**config.mk**
```make
export PLATFORM = sky130hd
export DESIGN_NAME = fetch16_flat
export DESIGN_NICKNAME = d
export VERILOG_FILES = /design/src/rtl/fetch16_pkg.sv /design/src/rtl/fetch16_if.sv /design/src/rtl/pc16.sv /design/src/rtl/fetch16.sv /design/src/flat_wrapper.sv
export SDC_FILE = /design/constraint.sdc
export NUM_CORES = 1
export LEC_CHECK = 0
export CAP_MARGIN = 10
export CORE_MARGIN = 1
export CORE_UTILIZATION = 45
export CTS_CLUSTER_SIZE = 16
export DETAILED_ROUTE_END_ITERATION = 7
export GPL_TIMING_DRIVEN = 1
export PLACE_DENSITY = 0.76
export SLEW_MARGIN = 20
export SYNTH_ARGS = -nofsm -noshare
export SYNTH_HDL_FRONTEND = slang
export SYNTH_SLANG_ARGS = --single-unit
```
**constraint.sdc**
```tcl
create_clock -name clk -period 2.3 [get_ports clk]
set_input_delay 0.69 -clock clk [delete_from_list [all_inputs] [get_ports clk]]
set_output_delay 0.69 -clock clk [all_outputs]
set_load 0.01 [all_outputs]
```
**src/rtl/fetch16_pkg.sv**
```systemverilog
// fetch16_pkg: definitions shared by the fetch stage, Mux16 and the CPU top.
//   data_width       - datapath and address width of the Hack-style CPU
//   reset_pc_default - PC loaded on reset unless the instance overrides it
//   state_t          - fetch FSM state encoding
package fetch16_pkg;

    localparam int unsigned data_width = 16;
    localparam logic [15:0] reset_pc_default = 16'h0000;

    typedef enum logic {
        st_fetch = 1'b0,
        st_hold  = 1'b1
    } state_t;

endpackage

```
**src/rtl/fetch16_if.sv**
```systemverilog
// fetch16_if: signal bundle between the fetch stage and its neighbours.
//   jump/jump_addr                 - redirect request from execute
//   imem_req/imem_addr             - fetch request to instruction memory
//   imem_ack/imem_rdata            - memory response
//   instr/instr_pc/instr_valid     - held instruction towards the consumer
//   instr_taken                    - consumer accepts instr this cycle
// master: the fetch stage; slave: the memory / execute / consumer side.
interface fetch16_if
    import fetch16_pkg::*;
#(
    parameter int unsigned WIDTH = data_width
);
    logic             jump;
    logic [WIDTH-1:0] jump_addr;
    logic             imem_req;
    logic [WIDTH-1:0] imem_addr;
    logic             imem_ack;
    logic [WIDTH-1:0] imem_rdata;
    logic [WIDTH-1:0] instr;
    logic [WIDTH-1:0] instr_pc;
    logic             instr_valid;
    logic             instr_taken;

    modport master (
        input  jump, jump_addr, imem_ack, imem_rdata, instr_taken,
        output imem_req, imem_addr, instr, instr_pc, instr_valid
    );

    modport slave (
        output jump, jump_addr, imem_ack, imem_rdata, instr_taken,
        input  imem_req, imem_addr, instr, instr_pc, instr_valid
    );

endinterface

```
**src/rtl/pc16.sv**
```systemverilog
// pc16: program counter register.
//   clk, reset    - clock and synchronous active-high reset (loads RESET_PC)
//   load/load_val - load a redirect target
//   inc           - advance by one, wrapping modulo 2^WIDTH
//   pc            - current value
// Priority: reset > load > inc.
module pc16
    import fetch16_pkg::*;
#(
    parameter int unsigned       WIDTH    = data_width,
    parameter logic [WIDTH-1:0]  RESET_PC = WIDTH'(reset_pc_default)
) (
    input  logic             clk,
    input  logic             reset,
    input  logic             load,
    input  logic [WIDTH-1:0] load_val,
    input  logic             inc,
    output logic [WIDTH-1:0] pc
);

    logic [WIDTH-1:0] pc_q;

    always_ff @(posedge clk) begin
        if (reset) begin
            pc_q <= RESET_PC;
        end else if (load) begin
            pc_q <= load_val;
        end else if (inc) begin
            pc_q <= pc_q + {{(WIDTH-1){1'b0}}, 1'b1};
        end
    end

    assign pc = pc_q;

endmodule

```
**src/rtl/fetch16.sv**
```systemverilog
// fetch16: instruction-fetch stage of the Hack-style CPU.
//   clk, reset - clock and synchronous active-high reset
//   bus        - fetch16_if.master: jump redirect in, imem req/ack out/in,
//                held instr/instr_pc/instr_valid out with instr_taken in
// FETCH issues a request at pc until acked; HOLD presents the fetched word
// until it is taken or a jump redirects. A jump seen while a request is
// outstanding is parked in jump_pend/jump_tgt so imem_addr stays stable.
module fetch16
    import fetch16_pkg::*;
#(
    parameter int unsigned       WIDTH    = data_width,
    parameter logic [WIDTH-1:0]  RESET_PC = WIDTH'(reset_pc_default)
) (
    input logic      clk,
    input logic      reset,
    fetch16_if.master bus
);

    state_t           state_q, state_d;
    logic             jump_pend_q, jump_pend_d;
    logic [WIDTH-1:0] jump_tgt_q, jump_tgt_d;
    logic [WIDTH-1:0] instr_q, instr_d;
    logic [WIDTH-1:0] instr_pc_q, instr_pc_d;

    logic             pc_load;
    logic             pc_inc;
    logic [WIDTH-1:0] pc_load_val;
    logic [WIDTH-1:0] pc;

    pc16 #(
        .WIDTH    (WIDTH),
        .RESET_PC (RESET_PC)
    ) u_pc (
        .clk      (clk),
        .reset    (reset),
        .load     (pc_load),
        .load_val (pc_load_val),
        .inc      (pc_inc),
        .pc       (pc)
    );

    always_ff @(posedge clk) begin
        if (reset) begin
            state_q     <= st_fetch;
            jump_pend_q <= 1'b0;
            jump_tgt_q  <= '0;
            instr_q     <= '0;
            instr_pc_q  <= '0;
        end else begin
            state_q     <= state_d;
            jump_pend_q <= jump_pend_d;
            jump_tgt_q  <= jump_tgt_d;
            instr_q     <= instr_d;
            instr_pc_q  <= instr_pc_d;
        end
    end

    always_comb begin
        state_d     = state_q;
        jump_pend_d = jump_pend_q;
        jump_tgt_d  = jump_tgt_q;
        instr_d     = instr_q;
        instr_pc_d  = instr_pc_q;
        pc_load     = 1'b0;
        pc_inc      = 1'b0;
        pc_load_val = bus.jump_addr;

        unique case (state_q)
            st_fetch: begin
                if (bus.imem_ack) begin
                    if (bus.jump || jump_pend_q) begin
                        // Redirect: the acked word belongs to the wrong path.
                        pc_load     = 1'b1;
                        pc_load_val = bus.jump ? bus.jump_addr : jump_tgt_q;
                        jump_pend_d = 1'b0;
                    end else begin
                        instr_d    = bus.imem_rdata;
                        instr_pc_d = pc;
                        pc_inc     = 1'b1;
                        state_d    = st_hold;
                    end
                end else if (bus.jump) begin
                    // Request in flight: keep imem_addr, remember the newest target.
                    jump_pend_d = 1'b1;
                    jump_tgt_d  = bus.jump_addr;
                end
            end
            st_hold: begin
                if (bus.jump) begin
                    pc_load = 1'b1;
                    state_d = st_fetch;
                end else if (bus.instr_taken) begin
                    state_d = st_fetch;
                end
            end
        endcase
    end

    // Outputs come from registers and state only.
    assign bus.imem_req    = (state_q == st_fetch);
    assign bus.imem_addr   = pc;
    assign bus.instr_valid = (state_q == st_hold);
    assign bus.instr       = instr_q;
    assign bus.instr_pc    = instr_pc_q;

endmodule

```
**src/flat_wrapper.sv**
```systemverilog
// flat-port wrapper written by rule: the top's interface ports become plain ports
module fetch16_flat import fetch16_pkg::*;
#(
    parameter int unsigned       WIDTH    = data_width,
    parameter logic [WIDTH-1:0]  RESET_PC = WIDTH'(reset_pc_default)
)
  (clk, reset, bus_jump, bus_jump_addr, bus_imem_ack, bus_imem_rdata, bus_instr_taken, bus_imem_req, bus_imem_addr, bus_instr, bus_instr_pc, bus_instr_valid);
  fetch16_if #(.WIDTH(WIDTH)) bus_i ();
  input logic clk;
  input logic reset;
  input wire logic [$bits(bus_i.jump)-1:0] bus_jump;
  input wire logic [$bits(bus_i.jump_addr)-1:0] bus_jump_addr;
  input wire logic [$bits(bus_i.imem_ack)-1:0] bus_imem_ack;
  input wire logic [$bits(bus_i.imem_rdata)-1:0] bus_imem_rdata;
  input wire logic [$bits(bus_i.instr_taken)-1:0] bus_instr_taken;
  output wire logic [$bits(bus_i.imem_req)-1:0] bus_imem_req;
  output wire logic [$bits(bus_i.imem_addr)-1:0] bus_imem_addr;
  output wire logic [$bits(bus_i.instr)-1:0] bus_instr;
  output wire logic [$bits(bus_i.instr_pc)-1:0] bus_instr_pc;
  output wire logic [$bits(bus_i.instr_valid)-1:0] bus_instr_valid;
  assign bus_i.jump = bus_jump;
  assign bus_i.jump_addr = bus_jump_addr;
  assign bus_i.imem_ack = bus_imem_ack;
  assign bus_i.imem_rdata = bus_imem_rdata;
  assign bus_i.instr_taken = bus_instr_taken;
  assign bus_imem_req = bus_i.imem_req;
  assign bus_imem_addr = bus_i.imem_addr;
  assign bus_instr = bus_i.instr;
  assign bus_instr_pc = bus_i.instr_pc;
  assign bus_instr_valid = bus_i.instr_valid;
  fetch16 #(.WIDTH(WIDTH), .RESET_PC(RESET_PC)) u_core (.clk(clk), .reset(reset), .bus(bus_i));
endmodule
```
==> run metrics <==
status finished with violations; failing checks design-rule violations; Worst Hold Margin 0.4543 ns; maximum fanout along the worst path 9; DRT antenna net count 0; Root Buffer Master clkbuf_8; Power Internal 0.002101 W; post-DP HPWL 6204 um; worst endpoint required time 1.61 ns; Startpoint Class register; Worst Setup SP u_core.u_pc.pc[10]; drt total wl 8780 um; crit-path cells clkdlybuf4s50_1; die footprint 7029 um2; Worst-Margin Slew 0.5189 ns; Critical-path top delay cell clkdlybuf4s50_1; wire per inst 15.32 um; final slew viol count 0; Slew HR 0.6536; diodes inserted 0; PnR worst setup slack 0.1405 ns; Cell Rows 29; Worst Hold Depth 2; Switching Share 0.2740; Place WS -0.06119 ns; Synth Flop Type dfxtp_1; number of flops mapped to enable cells by yosys 0; total number of vias 3135; nature of the critical path endpoint output port; Residual DRC 6; die width 83.84 um; final setup fails 0; Synth top area share 0.4384; Gate power share 0.172; final hold violation count 0; I/O Buffers 86; fin area 4295 um2; min-delay src u_core.bus.instr[13]; async set-reset flop share out of synthesis 0; vias in the first global route 2954; Post-Place Cells 557; Initial Util 0.4693; Seq/Total Area, Yosys 0.4384; WP data arrival 1.47 ns; Max-cap violations 0; post-synthesis cell count 392; H-Tree Depth 3; FF-to-FF End u_core.u_pc.pc[15]; Ys Warns 0; vias per inst 5.471; Die H 83.84 um; Clk pin slew, worst setup/hold paths 0.08 ns; # fillers 558; Reg2Reg Setup Slack 0.55 ns; Period Utilization, post-route 0.9389; Reg power frac 0.439; CTS Sinks 66; VDD IR max 0.3858 mV; Hold Path End u_core.bus.instr[13]; P_leak 1.537 nW; Post-DP Area 4066 um2; Yosys reg bits 66; clock buffer depth 2; Post-Syn Area 3014 um2; reg2reg path depth 4; total gr overflow 0; Max Clk Rate 463.1 MHz; NetSw 0.0007926 W; TritonCTS Buffers 9; drt first-iter violations 315; Mapped Nets 430; global-route wire length before repair 14590 um; largest net degree at the start of global routing 33; Area Overhead vs Synth 42.51%; Core ar. 6422 um2; clk_lat worst skew 0.35 ns; max incr delay on CP 0.60 ns; Clock Skew 0.008943 ns; I/O pin total 87; library cells used by synthesis 52; DR pass1 iterations 7; layout cells sized above 1 0.1230; routability congestion estimate from global placement 0.9067; Post-CTS Setup Inserts 0; power per cell area 673.6 nW/um2; WS Path Type reg -> out; Worst Path Buf+Inv 1; TritonCTS clock tree done; Yosys top cell by area dfxtp_1; Final nets 529; share of power burned in the clock network 0.389; GRT Total Usage 0.2610; synth top area cells dfxtp_1, nand2_1, a21oi_1; non-filler cells, final 573; Min-Delay Path Class reg -> reg; Post-Syn Area per Cell 7.689 um2; crit path time final 2.160 ns; reg-to-reg startpoint u_core.u_pc.pc[5]; initial antenna violation count 0; Sum Neg Setup Slack 0 ns; RSZ-0062 raised after global routing false; CP delay by family, top buffers and inverters
[cells in the mapped netlist (all sizes together), types with 2 or more instances]
library cell  count
a211oi            2
a21oi            70
a311oi            2
a31oi             3
and3              3
buf              14
clkbuf           14
dfxtp            66
inv               9
mux2i             4
nand2           113
nand2b            2
nand3            12
nand4             6
nor2             18
nor2b             3
nor3              9
nor4              2
o211ai            2
o21a              2
o21ai             7
o22ai             3
o31a              2
o31ai             3
o32ai             4
[power by group through the flow]
stage               clock, W  combinational (W)  sequential (W)
finish               0.00113           0.000497         0.00127
global route         0.00119           0.000539         0.00128
CTS                  0.00113           0.000496         0.00127
detailed placement         0           0.000494         0.00129
global placement           0           0.000484         0.00129
floorplan                  0           0.000227         0.00129
[worst max path at each step]
stage | to | slack, ns | cells after the start
finish | bus_imem_addr[10] | 0.14 | 1
global placement | u_core.u_pc.pc[2] | -0.007 | 7
floorplan | u_core.u_pc.pc[15] | 0.51 | 7
detailed placement | u_core.u_pc.pc[2] | -0.06 | 7
global route | bus_imem_req | 0.09 | 2
CTS | bus_imem_req | 0.01 | 2
[repair_timing]
action,CTS,global route
resized for setup,0,1
hold buffers,0,0
setup endpoints to repair,0,1
[logic make-up (layout without fill, tap and decap cells)]
family / count (synthesis) / count (layout) / synth area share
AND/OR/NAND/NOR: 174 / 174 / 0.2640
AO/OA/AOI/OAI: 108 / 108 / 0.2125
flip-flops: 66 / 66 / 0.4384
buffers and inverters: 37 / 141 / 0.06102
multiplexers: 5 / 5 / 0.01702
adder cells (fa/ha/maj): 1 / 1 / 0.004150
XOR/XNOR: 1 / 1 / 0.002906
[registers in the layout, indices dropped and copies added, names as in the netlist]
register	count
u_core.jump_pend_q	1
u_core.bus.instr_pc	16
u_core.jump_tgt_q	16
u_core.u_pc.pc	16
u_core.bus.instr_valid	1
u_core.bus.instr	16
[layer usage]
layer | GRT usage | part of all wire | up-vias
li1 | - | - | 1554
met1 | 0.3487 | 0.44 | 1428
met2 | 0.4195 | 0.47 | 136
met5 | 0 | 0 | -
met4 | 0.1082 | 0.019 | 0
met3 | 0.04154 | 0.063 | 17
[layout make-up]
| type | instances | area (um2) | area share |
|---|---|---|---|
| Clock inverter | 6 | 90.09 | 0.02097 |
| Tap cell | 77 | 96.34 | 0.02243 |
| Multi-Input combinational cell | 289 | 1509 | 0.3513 |
| Clock buffer | 10 | 137.6 | 0.03204 |
| Inverter | 9 | 33.78 | 0.007865 |
| Timing Repair Buffer | 116 | 1106 | 0.2575 |
| Sequential cell | 66 | 1323 | 0.3079 |
[stage by stage]
stage	power, W	util
after CTS	0.002894	0.6686
after global placement	0.001776	0.6332
final	0.002893	0.6688
after floorplan	0.001521	-
after global routing	0.003008	0.6688
after detailed placement	0.001787	0.6332
[layout by cell type, fill, tap and decap left out, types with 3 or more instances in the layout]
cell type,count
a31oi_1,3
dfxtp_1,65
buf_4,28
and3_1,3
nor2b_1,3
o22ai_1,3
nor2_1,16
nor3_1,7
clkbuf_8,10
a21oi_1,70
clkdlybuf4s50_1,85
o31ai_1,3
nand4_1,5
o21ai_0,6
nand3_1,11
inv_1,9
mux2i_1,4
o32ai_1,4
nand2_1,113
[worst reg2reg max path, cell delays in order (launching register included)]
cell,delay (ns)
dfxtp_1,0.51
nand4_1,0.25
nor4_1,0.49
o21ai_0,0.14
a211oi_1,0.26
(Power assumes the default switching activity.)
